**src/rtl/cook_sequencer.sv**
```systemverilog
// rtl/cook_sequencer.sv - microwave cook controller: timebase, power duty gating, countdown, pause/cancel, done buzzer
module cook_sequencer #(
   parameter int SLOT_CYC = 10_000_000,
   parameter int MAX_SEC  = 5999,
   parameter int ADD_SEC  = 30,
   parameter int BEEP_SEC = 3
) (
   input  logic        clk,
   input  logic        rst,
   input  logic        btn_start,
   input  logic        btn_stop,
   input  logic        btn_add,
   input  logic        door_open,
   input  logic [3:0]  power_lvl,
   output logic        motor_run,
   output logic        heat_on,
   output logic        buzzer,
   output logic        done_pulse,
   output logic [12:0] remain_sec,
   output logic [2:0]  state_o
);

   typedef enum logic [2:0] {
      IDLE  = 3'd0,
      COOK  = 3'd1,
      PAUSE = 3'd2,
      DONE  = 3'd3
   } state_t;

   localparam int CW = (SLOT_CYC > 1) ? $clog2(SLOT_CYC) : 1;
   localparam int BW = (BEEP_SEC > 1) ? $clog2(BEEP_SEC) : 1;

   state_t        state, nxt_state;
   logic [CW-1:0] slot_cnt, nxt_slot_cnt;
   logic [3:0]    slot_idx, nxt_slot_idx;
   logic [BW-1:0] beep_cnt, nxt_beep_cnt;
   logic [3:0]    power, nxt_power, power_clamped;
   logic [12:0]   remain, nxt_remain, remain_add, tick_add;
   logic          sec_tick, running;

   function automatic logic [12:0] sat_max(input logic [13:0] sum);
      return (sum > 14'(MAX_SEC)) ? 13'(MAX_SEC) : sum[12:0];
   endfunction

   assign power_clamped = (power_lvl > 4'd10) ? 4'd10 : power_lvl;
   assign remain_add    = sat_max({1'b0, remain} + 14'(ADD_SEC));
   assign tick_add      = sat_max({1'b0, remain} + 14'(ADD_SEC) - 14'd1);
   assign sec_tick      = (slot_idx == 4'd9) && (slot_cnt == CW'(SLOT_CYC - 1));

   always_comb begin
      nxt_state    = state;
      nxt_remain   = remain;
      nxt_power    = power;
      nxt_beep_cnt = beep_cnt;
      nxt_slot_cnt = '0;
      nxt_slot_idx = 4'd0;
      running      = 1'b0;
      case (state)
         IDLE: begin
            if (btn_stop) begin
               nxt_remain = 13'd0;
            end else begin
               if (btn_add) nxt_remain = remain_add;
               if (btn_start && !door_open && remain != 13'd0) begin
                  nxt_state = COOK;
                  nxt_power = power_clamped;
               end
            end
         end
         COOK: begin
            // pausing freezes remain; the partial second is dropped with the timebase
            if (btn_stop || door_open) begin
               nxt_state = PAUSE;
            end else if (sec_tick) begin
               if (btn_add) begin
                  nxt_remain = tick_add;
               end else if (remain <= 13'd1) begin
                  nxt_remain = 13'd0;
                  nxt_state  = DONE;
               end else begin
                  nxt_remain = remain - 13'd1;
               end
            end else if (btn_add) begin
               nxt_remain = remain_add;
            end
         end
         PAUSE: begin
            if (btn_stop) begin
               nxt_state  = IDLE;
               nxt_remain = 13'd0;
            end else begin
               if (btn_add) nxt_remain = remain_add;
               if (btn_start && !door_open) begin
                  nxt_state = COOK;
                  nxt_power = power_clamped;
               end
            end
         end
         DONE: begin
            if (btn_stop || door_open) begin
               nxt_state  = IDLE;
               nxt_remain = 13'd0;
            end else if (btn_add) begin
               nxt_state  = IDLE;
               nxt_remain = 13'(ADD_SEC);
            end else if (sec_tick) begin
               if (beep_cnt == BW'(BEEP_SEC - 1)) nxt_state = IDLE;
               else nxt_beep_cnt = beep_cnt + 1'b1;
            end
         end
         default: begin
            nxt_state  = IDLE;
            nxt_remain = 13'd0;
         end
      endcase

      running = (nxt_state == COOK) || (nxt_state == DONE);
      if (running && nxt_state == state) begin
         if (slot_cnt == CW'(SLOT_CYC - 1)) begin
            nxt_slot_idx = (slot_idx == 4'd9) ? 4'd0 : slot_idx + 4'd1;
         end else begin
            nxt_slot_cnt = slot_cnt + 1'b1;
            nxt_slot_idx = slot_idx;
         end
      end
      if (nxt_state != DONE || state != DONE) nxt_beep_cnt = '0;
   end

   // outputs are derived from next-state values so they align with the state register
   always_ff @(posedge clk) begin
      if (rst) begin
         state      <= IDLE;
         remain     <= 13'd0;
         power      <= 4'd0;
         slot_cnt   <= '0;
         slot_idx   <= 4'd0;
         beep_cnt   <= '0;
         motor_run  <= 1'b0;
         heat_on    <= 1'b0;
         buzzer     <= 1'b0;
         done_pulse <= 1'b0;
      end else begin
         state      <= nxt_state;
         remain     <= nxt_remain;
         power      <= nxt_power;
         slot_cnt   <= nxt_slot_cnt;
         slot_idx   <= nxt_slot_idx;
         beep_cnt   <= nxt_beep_cnt;
         motor_run  <= (nxt_state == COOK);
         heat_on    <= (nxt_state == COOK) && (nxt_slot_idx < nxt_power);
         buzzer     <= (nxt_state == DONE);
         done_pulse <= (nxt_state == DONE) && (state != DONE);
      end
   end

   assign remain_sec = remain;
   assign state_o    = state;

endmodule

```
**config.mk**
```make
export PLATFORM = sky130hd
export DESIGN_NAME = cook_sequencer
export DESIGN_NICKNAME = d
export VERILOG_FILES = /design/src/rtl/cook_sequencer.sv
export SDC_FILE = /design/constraint.sdc
export NUM_CORES = 1
export LEC_CHECK = 0
export BUFFER_PORTS_ARGS = -buffer_cell sky130_fd_sc_hd__buf_2
export CORE_ASPECT_RATIO = 1.5
export CORE_MARGIN = 4
export CORE_UTILIZATION = 30
export DETAILED_ROUTE_END_ITERATION = 8
export PLACE_DENSITY = 0.46
export SETUP_SLACK_MARGIN = 0.2
export SLEW_MARGIN = 5
export SYNTH_ARGS = -nofsm -noshare
export SYNTH_HDL_FRONTEND = slang
export SYNTH_SLANG_ARGS = --single-unit
export TNS_END_PERCENT = 20
```
**constraint.sdc**
```tcl
create_clock -name clk -period 5.3 [get_ports clk]
set_clock_uncertainty 0.05 [all_clocks]
set_input_delay 0.795 -clock clk [delete_from_list [all_inputs] [get_ports clk]]
set_output_delay 0.795 -clock clk [all_outputs]
set_load 0.05 [all_outputs]
```
==> reports/qor.yml <==
seq_area_frac_synth: 0.242
insertion_delay_ns: 0.29
setup_viol: 0
ys_warn_count: 0
reg2reg_setup_slack_ns: 1.16
wl_per_cell_um: 19.0
setup_tns_ns: 0
firstDrtPassIters: 5
track_usage: 0.182
synth.avg_cell_area_um2: 7.37
yosys.area_share.adder: 0.0309
timing.fmax_mhz: 241
rsz0062_at_grt: "no"
port_buffers: 29
syn_area_um2: 4460
syn_inst: 605
cts_root_buffer: "clkbuf_16"
path_max_fanout: 15
worst_hold_path_type: "reg2reg"
clock_path_buffers: 2
synth_xor_area_frac: 0.0903
min_from: "slot_cnt[0]$_SDFF_PP0_"
power_uw: 827
period_minus_slack_ns: 4.14
r2r_start: "remain_sec[1]$_SDFFE_PP0P_"
final_antenna_net_count: 0
overflow: 0
synth.distinct_cells: 73
hold_buffers: 0
ys.flop_type: "dfxtp_1"
fillers: 1641
hold_depth: 1
finalMaxSlewViolations: 0
grt_pass1_wl_um: 24600
numClockSinks: 54
die_height_um: 157
path_clk_slew_ns: 0.07
yosys.area_share.simple: 0.318
core-area_um2: 14600
drt_iter0_drc: 303
synth_compound_area_frac: 0.249
worstReg2RegEnd: "remain_sec[10]$_SDFFE_PP0P_"
drive_gt1_frac: 0.0956
arrival_ns: 4.25
cp-start-kind: "flip-flop"
dieArea_um2: 16900
register_area_um2: 1080
syn_nets: 626
hpwl_um: 11600
post-route-period-util: 0.781
io_pins: 30
h-tree-depth: 2
cts_inserted_buffers: 5
criticalPathCategory: "reg2reg"
place.gp.congestion: 0.896
async_flop_share: 0
via_per_inst: 5.79
n_antenna_cell: 0
cts_tree: "done"
drt_wl_total_um: 15200
utilization: 0.334
rows: 54
vias: 4646
vdd_drop_max_mv: 0.184
synth_seq_cells: 54
multiInputGateArea_um2: 3150
drv_cap: 0
antenna_found_initial: 0
post-cts-setup-buffers: 0
p_per_area_nw_per_um2: 170
cp_data_required_time_ns: 5.41
muxShareOfSynthArea: 0.0157
drc_errors: 0
p_leak_uw: 0.00160
synth-edff-count: 0
cp-end-kind: "flip-flop"
hold_viol: 0
r2r.worst_path.cells: 11
initial_core_util: 0.306
min_to: "slot_cnt[0]$_SDFF_PP0_"
cts_resized: 0
grt_start_max_net_pins: 33
tightestPinTransition_ns: 0.819
synth_top_family_by_area: "simple AND/OR/NAND/NOR gates"
nNetsFinal: 627
die_w_um: 108
holdWs_ns: 0.409
outcome: "complete, no violations"
max_slew_margin: 0.454
area_growth_pct: 9.34
grt_pass1_vias: 4599
worst max-delay path by stage:
| stage | endpoint | cells after the start | from |
|---|---|---|---|
| after CTS | remain_sec[10]$_SDFFE_PP0P_ | 11 | remain_sec[1]$_SDFFE_PP0P_ |
| after floorplan | remain_sec[10]$_SDFFE_PP0P_ | 14 | remain_sec[2]$_SDFFE_PP0P_ |
| after global routing | remain_sec[10]$_SDFFE_PP0P_ | 11 | remain_sec[1]$_SDFFE_PP0P_ |
| after detailed placement | remain_sec[10]$_SDFFE_PP0P_ | 11 | remain_sec[1]$_SDFFE_PP0P_ |
| after global placement | remain_sec[10]$_SDFFE_PP0P_ | 11 | remain_sec[1]$_SDFFE_PP0P_ |
| final | remain_sec[10]$_SDFFE_PP0P_ | 11 | remain_sec[1]$_SDFFE_PP0P_ |
layer usage:
metal	routed length (µm)	GRT usage	share of wire	up-vias
li1	-	-	-	2220
met1	5830	0.202	0.38	2187
met2	7740	0.326	0.51	177
met3	632	0.0217	0.041	62
met4	1040	0.117	0.068	0
met5	0	0	0	-
critical path: stages (launching register included):
cell	delay [ns]
dfxtp_1	0.47
inv_1	0.20
ha_1	0.43
or3b_1	0.57
a211oi_4	0.47
nand4_4	0.20
o41ai_4	0.41
nand2_1	0.14
a211oi_4	0.37
nand2_1	0.27
a221oi_1	0.31
o32ai_1	0.11
cells by family (layout without fill, tap and decap cells):
kind of cell	count (synthesis)	after routing
mux	7	7
simple gates	270	270
other cells	1	1
compound gates	159	159
buf+inv	57	59
xor+xnor	46	46
flops	54	54
fa+ha+maj	11	11
registers in the layout, summed over array words and instances, names as in the netlist:
register / cells
state_o: 3
slot_cnt: 24
slot_idx: 4
beep_cnt: 2
remain_sec: 13
motor_run: 1
buzzer: 1
done_pulse: 1
power: 4
heat_on: 1
placed cells by master, fill, tap and decap left out, types with 7 or more instances in the layout:
cell | synthesis | routed
nor2_1 | 81 | 81
dfxtp_1 | 54 | 54
nand2_1 | 46 | 46
a21oi_1 | 33 | 33
o21ai_0 | 31 | 31
xnor2_1 | 29 | 29
buf_2 | 9 | 29
nor3_1 | 23 | 23
nand3_1 | 21 | 21
xor2_1 | 17 | 17
inv_1 | 16 | 16
nand4_1 | 13 | 13
ha_1 | 11 | 11
and2_1 | 10 | 10
a31oi_1 | 10 | 10
or3_1 | 9 | 9
nand2b_1 | 8 | 8
and3_1 | 8 | 8
o211ai_1 | 8 | 8
nor2b_1 | 7 | 7
mux2i_1 | 7 | 7
and4_1 | 7 | 7
o22ai_1 | 7 | 7
o31ai_1 | 7 | 7
power by group:
part | switching (µW) | total, µW | internal (µW)
logic | 53.1 | 77.5 | 24.4
clock network | 151 | 339 | 188
registers | 3.71 | 410 | 407
synth_stat cells, types with 8 or more instances:
cell	instances	area [µm²]
xnor2_1	29	254
nand2_1	46	173
nor2_1	81	304
nand2b_1	8	50.1
and3_1	8	50.1
nor3_1	23	115
o21ai_0	31	155
inv_1	16	60.1
a21oi_1	33	165
ha_1	11	138
nand3_1	21	105
dfxtp_1	54	1080
a31oi_1	10	62.6
o211ai_1	8	60.1
buf_2	9	45.0
nand4_1	13	81.3
and2_1	10	62.6
clkbuf_1	30	113
or3_1	9	56.3
xor2_1	17	149
layout make-up:
cell class                      instances  area share
Multi-Input combinational cell        494       0.646
Sequential cell                        54       0.222
Tap cell                              196      0.0503
Timing Repair Buffer                   35      0.0390
Clock buffer                            7      0.0293
Inverter                               16      0.0123
Clock inverter                          1     0.00103
stage by stage:
stage / setup slack [ns] / instance area [µm²] / instances
2_1_floorplan: 1.71 / 4460 / 605
3_3_place_gp: 1.31 / 4730 / 795
3_5_place_dp: 1.17 / 4730 / 795
4_1_cts: 1.17 / 4880 / 803
5_1_grt: 0.812 / 4880 / 803
6_report: 1.16 / 4880 / 803
(Power assumes the default switching activity.)
